File: config.mk
export PLATFORM = sky130hd
export DESIGN_NAME = uart_cmd_decoder
export DESIGN_NICKNAME = d
export VERILOG_FILES = /design/src/rtl/uart_cmd_decoder.sv
export SDC_FILE = /design/constraint.sdc
export NUM_CORES = 1
export LEC_CHECK = 0
export ABC_CLOCK_PERIOD_IN_PS = 3700
export BUFFER_PORTS_ARGS = -buffer_cell sky130_fd_sc_hd__buf_4
export CAP_MARGIN = 10
export CORE_MARGIN = 2
export CORE_UTILIZATION = 59
export CTS_BUF_LIST = sky130_fd_sc_hd__clkbuf_4 sky130_fd_sc_hd__clkbuf_8 sky130_fd_sc_hd__clkbuf_16
export CTS_CLUSTER_SIZE = 40
export DETAILED_ROUTE_END_ITERATION = 12
export GPL_TIMING_DRIVEN = 1
export PLACE_DENSITY = 0.84
export SYNTH_ARGS = -nofsm -noshare
export SYNTH_HDL_FRONTEND = slang
export SYNTH_SLANG_ARGS = --single-unit
File: constraint.sdc
create_clock -name clk -period 3.7 [get_ports clk]
set_input_delay 0.37 -clock clk [delete_from_list [all_inputs] [get_ports clk]]
set_output_delay 0.37 -clock clk [all_outputs]
set_load 0.01 [all_outputs]
File: src/rtl/uart_cmd_decoder.sv
// uart_cmd_decoder
//   Parses ASCII commands from the UART receiver byte stream into one-cycle
//   pet-action pulses. Command format: a letter (F P C H S T, either case),
//   then 0-2 decimal digits, then a CR or LF terminator. Every rejected
//   command produces one err_valid pulse with a code.
//
//   Optional build macro: CMD_QUERY_EN. When it is defined, "?" followed by a
//   terminator pulses status_req. When it is undefined, '?' is an unknown
//   character and status_req is tied low.
//
// Ports
//   clk, rst_n     clock and asynchronous active-low reset
//   rx_byte        receiver byte; 0x00 means no byte, otherwise held until
//                  the next start bit
//   is_sleeping    pet sleep state from the stat engine
//   action_valid   one-cycle pulse when an action is accepted
//   action_code    1 F, 2 P, 3 C, 4 H, 5 S, 6 T; holds the last accepted code
//   action_amount  argument 1..MAX_AMOUNT; holds the last accepted amount
//   err_valid      one-cycle pulse when a command is rejected
//   err_code       0 BADCMD, 1 SYNTAX, 2 RANGE, 3 TIMEOUT, 4 BUSY, 5 ASLEEP
//   busy           high while the cooldown counter is non-zero
//   status_req     one-cycle query pulse (CMD_QUERY_EN builds only)
module uart_cmd_decoder #(
    parameter int unsigned TIMEOUT_CYCLES  = 27000000,
    parameter int unsigned COOLDOWN_CYCLES = 2700000,
    parameter int unsigned MAX_AMOUNT      = 15
) (
    input  logic       clk,
    input  logic       rst_n,
    input  logic [7:0] rx_byte,
    input  logic       is_sleeping,
    output logic       action_valid,
    output logic [2:0] action_code,
    output logic [4:0] action_amount,
    output logic       err_valid,
    output logic [2:0] err_code,
    output logic       busy,
    output logic       status_req
);
    localparam int unsigned GW = $clog2(TIMEOUT_CYCLES + 1);
    localparam int unsigned CW = $clog2(COOLDOWN_CYCLES + 1);
    localparam logic [GW-1:0] GAP_LAST = GW'(TIMEOUT_CYCLES - 1);
    localparam logic [CW-1:0] CD_LOAD  = CW'(COOLDOWN_CYCLES);
    localparam logic [7:0]    MAX_ARG  = 8'(MAX_AMOUNT);

    localparam logic [2:0] E_BADCMD  = 3'd0;
    localparam logic [2:0] E_SYNTAX  = 3'd1;
    localparam logic [2:0] E_RANGE   = 3'd2;
    localparam logic [2:0] E_TIMEOUT = 3'd3;
    localparam logic [2:0] E_BUSY    = 3'd4;
    localparam logic [2:0] E_ASLEEP  = 3'd5;

    typedef enum logic [2:0] {
        S_IDLE,
        S_CMD,
        S_ARG,
`ifdef CMD_QUERY_EN
        S_QUERY,
`endif
        S_FLUSH
    } state_t;

    state_t        state_q, state_d;
    logic [2:0]    code_q, code_d;
    logic [4:0]    amt_q, amt_d;
    logic [1:0]    cnt_q, cnt_d;
    logic [GW-1:0] gap_q, gap_d;
    logic [CW-1:0] cd_q;
    logic          prev_zero;

    logic          detect, is_digit, is_term;
    logic [2:0]    letter_code;
    logic [3:0]    digit_val;
    logic [7:0]    arg_next;
    logic          issue, acc, rej;
    logic [2:0]    rej_code;

    // A byte is new only on the first cycle it appears after a 0x00 cycle.
    assign detect    = prev_zero && (rx_byte != 8'h00);
    assign is_digit  = (rx_byte >= 8'h30) && (rx_byte <= 8'h39);
    assign is_term   = (rx_byte == 8'h0D) || (rx_byte == 8'h0A);
    assign digit_val = rx_byte[3:0];
    // amt_q never exceeds MAX_AMOUNT here, so 8 bits cannot wrap.
    assign arg_next  = ({3'b000, amt_q} * 8'd10) + {4'h0, digit_val};
    assign busy      = (cd_q != '0);

    always_comb begin
        letter_code = 3'd0;
        case (rx_byte)
            8'h46, 8'h66: letter_code = 3'd1;  // F f
            8'h50, 8'h70: letter_code = 3'd2;  // P p
            8'h43, 8'h63: letter_code = 3'd3;  // C c
            8'h48, 8'h68: letter_code = 3'd4;  // H h
            8'h53, 8'h73: letter_code = 3'd5;  // S s
            8'h54, 8'h74: letter_code = 3'd6;  // T t
            default:      letter_code = 3'd0;
        endcase
    end

`ifdef CMD_QUERY_EN
    logic query_d;
`endif

    always_comb begin
        state_d  = state_q;
        code_d   = code_q;
        amt_d    = amt_q;
        cnt_d    = cnt_q;
        gap_d    = '0;
        issue    = 1'b0;
        acc      = 1'b0;
        rej      = 1'b0;
        rej_code = E_BADCMD;
`ifdef CMD_QUERY_EN
        query_d  = 1'b0;
`endif
        if (detect) begin
            case (state_q)
                S_IDLE: begin
                    if (letter_code != 3'd0) begin
                        state_d = S_CMD;
                        code_d  = letter_code;
                        amt_d   = 5'd1;
                        cnt_d   = 2'd0;
                    end else if (is_term) begin
                        state_d = S_IDLE;
`ifdef CMD_QUERY_EN
                    end else if (rx_byte == 8'h3F) begin
                        state_d = S_QUERY;
`endif
                    end else begin
                        rej      = 1'b1;
                        rej_code = E_BADCMD;
                        state_d  = S_FLUSH;
                    end
                end
                S_CMD: begin
                    if (is_digit) begin
                        state_d = S_ARG;
                        amt_d   = {1'b0, digit_val};
                        cnt_d   = 2'd1;
                    end else if (is_term) begin
                        issue   = 1'b1;
                        state_d = S_IDLE;
                    end else begin
                        rej      = 1'b1;
                        rej_code = E_SYNTAX;
                        state_d  = S_FLUSH;
                    end
                end
                S_ARG: begin
                    if (is_digit) begin
                        if ((cnt_q == 2'd2) || (arg_next > MAX_ARG)) begin
                            rej      = 1'b1;
                            rej_code = E_RANGE;
                            state_d  = S_FLUSH;
                        end else begin
                            amt_d = arg_next[4:0];
                            cnt_d = cnt_q + 2'd1;
                        end
                    end else if (is_term) begin
                        state_d = S_IDLE;
                        if (amt_q == 5'd0) begin
                            rej      = 1'b1;
                            rej_code = E_RANGE;
                        end else begin
                            issue = 1'b1;
                        end
                    end else begin
                        rej      = 1'b1;
                        rej_code = E_SYNTAX;
                        state_d  = S_FLUSH;
                    end
                end
`ifdef CMD_QUERY_EN
                S_QUERY: begin
                    if (is_term) begin
                        query_d = 1'b1;
                        state_d = S_IDLE;
                    end else begin
                        rej      = 1'b1;
                        rej_code = E_SYNTAX;
                        state_d  = S_FLUSH;
                    end
                end
`endif
                S_FLUSH: begin
                    if (is_term) state_d = S_IDLE;
                end
                default: state_d = S_IDLE;
            endcase
        end else if (state_q != S_IDLE) begin
            // Byte-gap watchdog; an abandoned flush returns to idle quietly.
            if (gap_q == GAP_LAST) begin
                state_d = S_IDLE;
                if (state_q != S_FLUSH) begin
                    rej      = 1'b1;
                    rej_code = E_TIMEOUT;
                end
            end else begin
                gap_d = gap_q + GW'(1);
            end
        end

        if (issue) begin
            if (is_sleeping && (code_q != 3'd5)) begin
                rej      = 1'b1;
                rej_code = E_ASLEEP;
            end else if (busy) begin
                rej      = 1'b1;
                rej_code = E_BUSY;
            end else begin
                acc = 1'b1;
            end
        end
    end

    always_ff @(posedge clk or negedge rst_n) begin
        if (!rst_n) begin
            state_q       <= S_IDLE;
            code_q        <= '0;
            amt_q         <= '0;
            cnt_q         <= '0;
            gap_q         <= '0;
            cd_q          <= '0;
            prev_zero     <= 1'b0;
            action_valid  <= 1'b0;
            action_code   <= '0;
            action_amount <= '0;
            err_valid     <= 1'b0;
            err_code      <= '0;
        end else begin
            prev_zero    <= (rx_byte == 8'h00);
            state_q      <= state_d;
            code_q       <= code_d;
            amt_q        <= amt_d;
            cnt_q        <= cnt_d;
            gap_q        <= gap_d;
            action_valid <= acc;
            err_valid    <= rej;
            if (acc) begin
                cd_q          <= CD_LOAD;
                action_code   <= code_q;
                action_amount <= amt_q;
            end else if (cd_q != '0) begin
                cd_q <= cd_q - CW'(1);
            end
            if (rej) err_code <= rej_code;
        end
    end

`ifdef CMD_QUERY_EN
    always_ff @(posedge clk or negedge rst_n) begin
        if (!rst_n) status_req <= 1'b0;
        else        status_req <= query_d;
    end
`else
    assign status_req = 1'b0;
`endif

endmodule
* Yosys cells after proc, flatten, opt, wreduce, memory -nomap -nowiden *
Index checks and enable logic that the tools add are counted.

cells by class
  add/subtract/negate cells = 4
  $mul = 1
  magnitude comparators = 3
  eq/ne operators = 27
  muxes and demuxes = 65
  reduce and logical (&&, ||, !) cells = 25

operator list
  operator                 number
  $eq A8 B7 Y1 const B     12
  $mux W25                 3
  $mux W22                 2
  $mux W3                  12
  $add A25 B1 Y25 const B  1
  $eq A25 B25 Y1 const B   1
  $mux W1                  25
  $mux W2                  12
  $reduce_bool A22 Y1      1
  $sub A22 B1 Y22 const B  1
  $mux W5                  4
  $pmux W3 S6              1
  $eq A8 B4 Y1 const B     2
  $pmux W5 S3              1
  $pmux W3 S4              1
  $reduce_or A2 Y1         6
  $reduce_bool A3 Y1       3
  $add A8 B4 Y8            1
  $ge A8 B6 Y1 const B     1
  $gt A8 B4 Y1 const B     1
  $le A8 B6 Y1 const B     1
  $logic_not A8 Y1         1
  $ne A2 B2 Y1 const B     4
  $reduce_bool A8 Y1       1
  20 further kinds         27

storage, ports and cells
  bits in registers = 74
  input bits = 11
  output and inout bits = 15
  word-level logic and storage cells = 137

* Depth between registers and ports, before layout *
  depth after elaboration = 11
  gate-level depth with buffers = 10
  mapped depth without buffers = 9

* Worst setup path before layout *
Ideal clock, no wire load.

  path kind = register to register
  from = reg amt_q[1]
  to = reg amt_q[0]
  setup time = 125 ps
  data arrival time = 3139 ps
  required time = 3575 ps
  slack = 436 ps
  cell stages (with the launch flop) = 11
  path buffers = 1
  period minus slack after synthesis = 3264 ps
  cell sequence = dfrtp_1 > ha_1 > ha_1 > fa_1 > xnor2_4 > xnor2_1 > o41a_1 > or3_4 > a221o_1 > buf_6 > mux2_4

between the ends
  cells in the longest elaborated chain, start to end = 6

ends and longest elaborated chain
  what                                line  RTL
  start, declared                     65    logic [4:0] amt_q, amt_d;
  start signal, assigned              236   amt_q <= amt_d;
  $mul A5 B3 Y7                       84    assign arg_next = ({3'b000, amt_q} * 8'd10) + {4'h0, digit_val};
  $add A8 B4 Y8                       84
  $gt A8 B4 Y1                        153   if ((cnt_q == 2'd2) || (arg_next > MAX_ARG)) begin
  $logic_or A1 B1 Y1                  153
  $ne A2 B2 Y1 (no source line)       -
  $reduce_and A6 Y1 (no source line)  -

Every way passes these cells.
A chain may end at the register's enable or synchronous reset.

* Worst setup path in the final report *
  from = reg amt_q[1]
  to = reg amt_q[3]

between the ends
  cells in the longest elaborated chain, start to end = 6
  elaborated cells on any way between the ends = 9
  classes of those cells = add/sub (1); mul (1); order compare (1); eq/ne (1); mux (3); reduce/logical (2)

ends and longest elaborated chain
  what                                line
  $mul A5 B3 Y7 *                     84
  $add A8 B4 Y8 *                     84
  $gt A8 B4 Y1                        153
  $logic_or A1 B1 Y1                  153
  $ne A2 B2 Y1 (no source line)       -
  $reduce_and A6 Y1 (no source line)  -

Every way passes the cells marked *; elsewhere a longest branch is shown, timed or not. The select of a mux whose other input is x is not followed.

==> metrics.md <==
| Metric | Value |
|---|---|
| Outcome | complete, no violations |
| PwrDens | 353 nW/µm² |
| CTS root buffer | clkbuf_8 |
| Switching part of the total | 0.280 |
| Nets | 495 |
| Xor/xnor share of the synthesized area | 0.0900 |
| Final worst slack | 0.142 ns |
| Worst slew pin tran | 0.911 ns |
| Internal cell power | 1.22 mW |
| Clock-pin slew on the worst setup and hold paths | 0.09 ns |
| ANT cells | 0 |
| Syn Std Cell Area | 4350 µm² |
| Critical Path Sink Type | flop |
| Crit-path max FO | 7 |
| Min Tclk post-route | 3.56 ns |
| Crit path DAT | 3.80 ns |
| # clock sinks | 73 |
| Setup-failing EPs final | 0 |
| Row count | 31 |
| Total number of vias | 3,341 |
| Setup bufs post-CTS | 0 |
| Core box area | 7210 µm² |
| Final Cycle Share | 0.962 |
| Die extent in x | 89.9 µm |
| Switching power total | 0.473 mW |
| Worst-skew pair later-pin latency | 0.36 ns |
| # IOs | 26 |
| Warning count from the yosys run | 0 |
| Initial antenna violation count | 0 |
| Largest cells by area after synthesis | dfrtp_1 42%, ha_1 4.9%, nor2_1 4.7% |
| DR top layer | met4 |
| GP Congestion | 0.887 |
| Starting Density | 0.603 |
| DRT iter0 DRCs | 280 |
| Die Height | 89.9 µm |
| Ys flop type | dfrtp_1 |
| H-tree lvl count | 3 |
| #FFs+latches synth | 73 |
| CP required | 3.94 ns |
| Layout area overhead | 10.2% |
| Drt via density | 5.87 |
| Final routed DRC violation total | 0 |
| CTS buffer count | 9 |
| First-pass GRT wire length | 15,300 µm |
| Post-synth EDFFs | 0 |
| Ys async rst share | 1.00 |
| Vias in the first global route | 3,432 |
| Die area | 8080 µm² |
| Hold buffers post-CTS | 0 |
| Sequential share of the synthesized area | 0.420 |
| CTS tree | yes |
| Multiplexer share of the synthesized area | 0.0552 |
| Total iterations of the first detailed-routing run | 4 |
| Post-CTS Resized | 0 |
| CP startpoint kind | flop |
| Max Transition Viols Final | 0 |
| Port bufs | 24 |
| Reg2reg start | amt_q[1] |
| Final hold vios | 0 |
| Drt total wl | 8970 µm |
| Tightest Hold Check Type | in2async |
| P_leak | 2.17 nW |
| Post-synth net total | 473 |
| Setup WS pre-CTS | 0.191 ns |
| Met1 wire length | 4030 µm |
| Complex-gate fraction of the synthesized area | 0.0946 |
| Yosys top cell by area | dfrtp_1 |
| Layout cell share with drive strength beyond 1 | 0.160 |
| Simple-gate area share of the yosys netlist | 0.253 |
| Synthesized instance count | 443 |
| RSZ-0062 raised after global routing | no |
| Clock skew | 0.0112 ns |
| Met2 routed WL | 4450 µm |
| Max Fclk | 281 MHz |
| Setup TNS | 0 ns |
| Bufs on Longest Clock Path | 2 |
| Largest family of logic cells by synthesized area | simple AND/OR/NAND/NOR gates |
| Count of cell types in the netlist | 69 |
| Wirelength per Cell | 15.8 µm |
| WS Path Type | reg2reg |
| Total track usage | 0.231 |
| GRT Residual Overflow | 0 |
| Pin count of the biggest net entering global routing | 74 |
| Post-DP HPWL | 6210 µm |
| Critical Path Start | amt_q[1] |
| Synth Area in Adders | 0.0581 |
| Peak VDD IR | 226 µV |
| Max cap viols | 0 |
| Flop pwr share | 0.511 |
| Post-Syn Area per Cell | 9.82 µm² |
| Clk pwr share | 0.377 |
| ANT nets after route | 0 |
| Met3 wire len | 349 µm |
| Yosys top cell area share | 0.420 |
| Combinational Power Share | 0.112 |
| Slew margin rel. | 0.393 |
## per-layer routing
layer | global-route usage | vias up
met4 | 0.0769 | 0
met1 | 0.289 | 1642
met2 | 0.396 | 69
met3 | 0.0545 | 14
met5 | 0 | -
li1 | - | 1616
## metrics by stage
step / utilization / instance area (µm²) / hold slack, ns / std cells / total power, mW
3_5_place_dp: 0.637 / 4600 / 0.467 / 553 / 1.07
4_1_cts: 0.665 / 4800 / 0.171 / 569 / 1.71
3_3_place_gp: 0.637 / 4600 / 0.442 / 553 / 1.06
2_1_floorplan: - / 4350 / 0.0744 / 443 / 0.997
5_1_grt: 0.665 / 4800 / 0.203 / 569 / 1.77
6_report: 0.665 / 4800 / 0.126 / 569 / 1.69
## cells in the mapped netlist, drive strengths merged, types with 3 or more instances
cell type,instances
dfrtp,73
nor2,54
nand2,36
xnor2,20
xor2,20
ha,17
mux2,17
o21ai,17
inv,15
nand3,14
a21oi,12
nand4,12
nor2b,11
or4,11
clkbuf,10
nor3,9
nand2b,8
nor4,8
and2,6
and3,5
o211ai,5
or3,5
a31oi,4
buf,4
a21boi,3
a22oi,3
and4,3
mux2i,3
nand4b,3
or2,3
## placed cells by master, fill, tap and decap left out, types with 6 or more instances in the layout
cell type  netlist  final
xnor2_1         19     19
nand2b_1         8      8
ha_1            17     17
and2_1           6      6
xor2_1          20     20
nor2b_1         10     10
nand4_1         12     12
clkbuf_8         0      9
nor4_1           7      7
nand2_1         35     35
nor2_1          54     54
o21ai_0         17     17
mux2_2          12     12
or4_1            9      9
nand3_1         13     13
dfrtp_1         73     73
buf_4            1     25
inv_1           15     15
a21oi_1         12     12
nor3_1           8      8
## power groups by stage
stage	Clock (mW)	Combinational, mW	Sequential, mW
CTS	0.651	0.191	0.865
detailed placement	0	0.190	0.879
finish	0.639	0.189	0.864
floorplan	0	0.126	0.871
global placement	0	0.181	0.875
global route	0.683	0.215	0.871
## area by class of cell
cell class / instances / area, µm²
fill: 572 / 2420
multi-input combinational: 341 / 2400
sequential: 73 / 1830
timing repair buffer: 25 / 188
clock buffer: 9 / 124
tap: 99 / 124
clock inverter: 7 / 76.3
inverter: 15 / 56.3
## worst max-delay path: stages, from the launching register on
cell	delay (ns)
dfrtp_1	0.45
ha_1	0.33
ha_1	0.23
fa_1	0.46
xnor2_4	0.27
xnor2_1	0.11
o41a_1	0.33
or3_4	0.41
a221o_1	0.48
mux2_4	0.37
## kinds of logic after synthesis
logic type / after synthesis
other cells: 1
xor+xnor: 41
buf+inv: 29
flops: 73
simple gates: 199
fa+ha+maj: 19
compound gates: 61
mux: 20
## sequential cells by signal (all words and copies together) (netlist names), 2 cells and up
signal         flops
state_q            2
gap_q             25
action_amount      5
code_q             3
amt_q              5
action_code        3
cnt_q              2
cd_q              22
err_code           3
## final timing paths
kind,end,slack [ns],cells after the start
worst max-delay path,amt_q[3],0.14,9
min in group clk,prev_zero,0.34,3
worst min register to register,gap_q[0],0.48,1
worst max register to register,amt_q[3],0.14,9
worst min-delay path,cd_q[21],0.13,1
max in group asynchronous,cnt_q[0],2.97,1
Note: power is estimated with default switching activity, not from simulation.
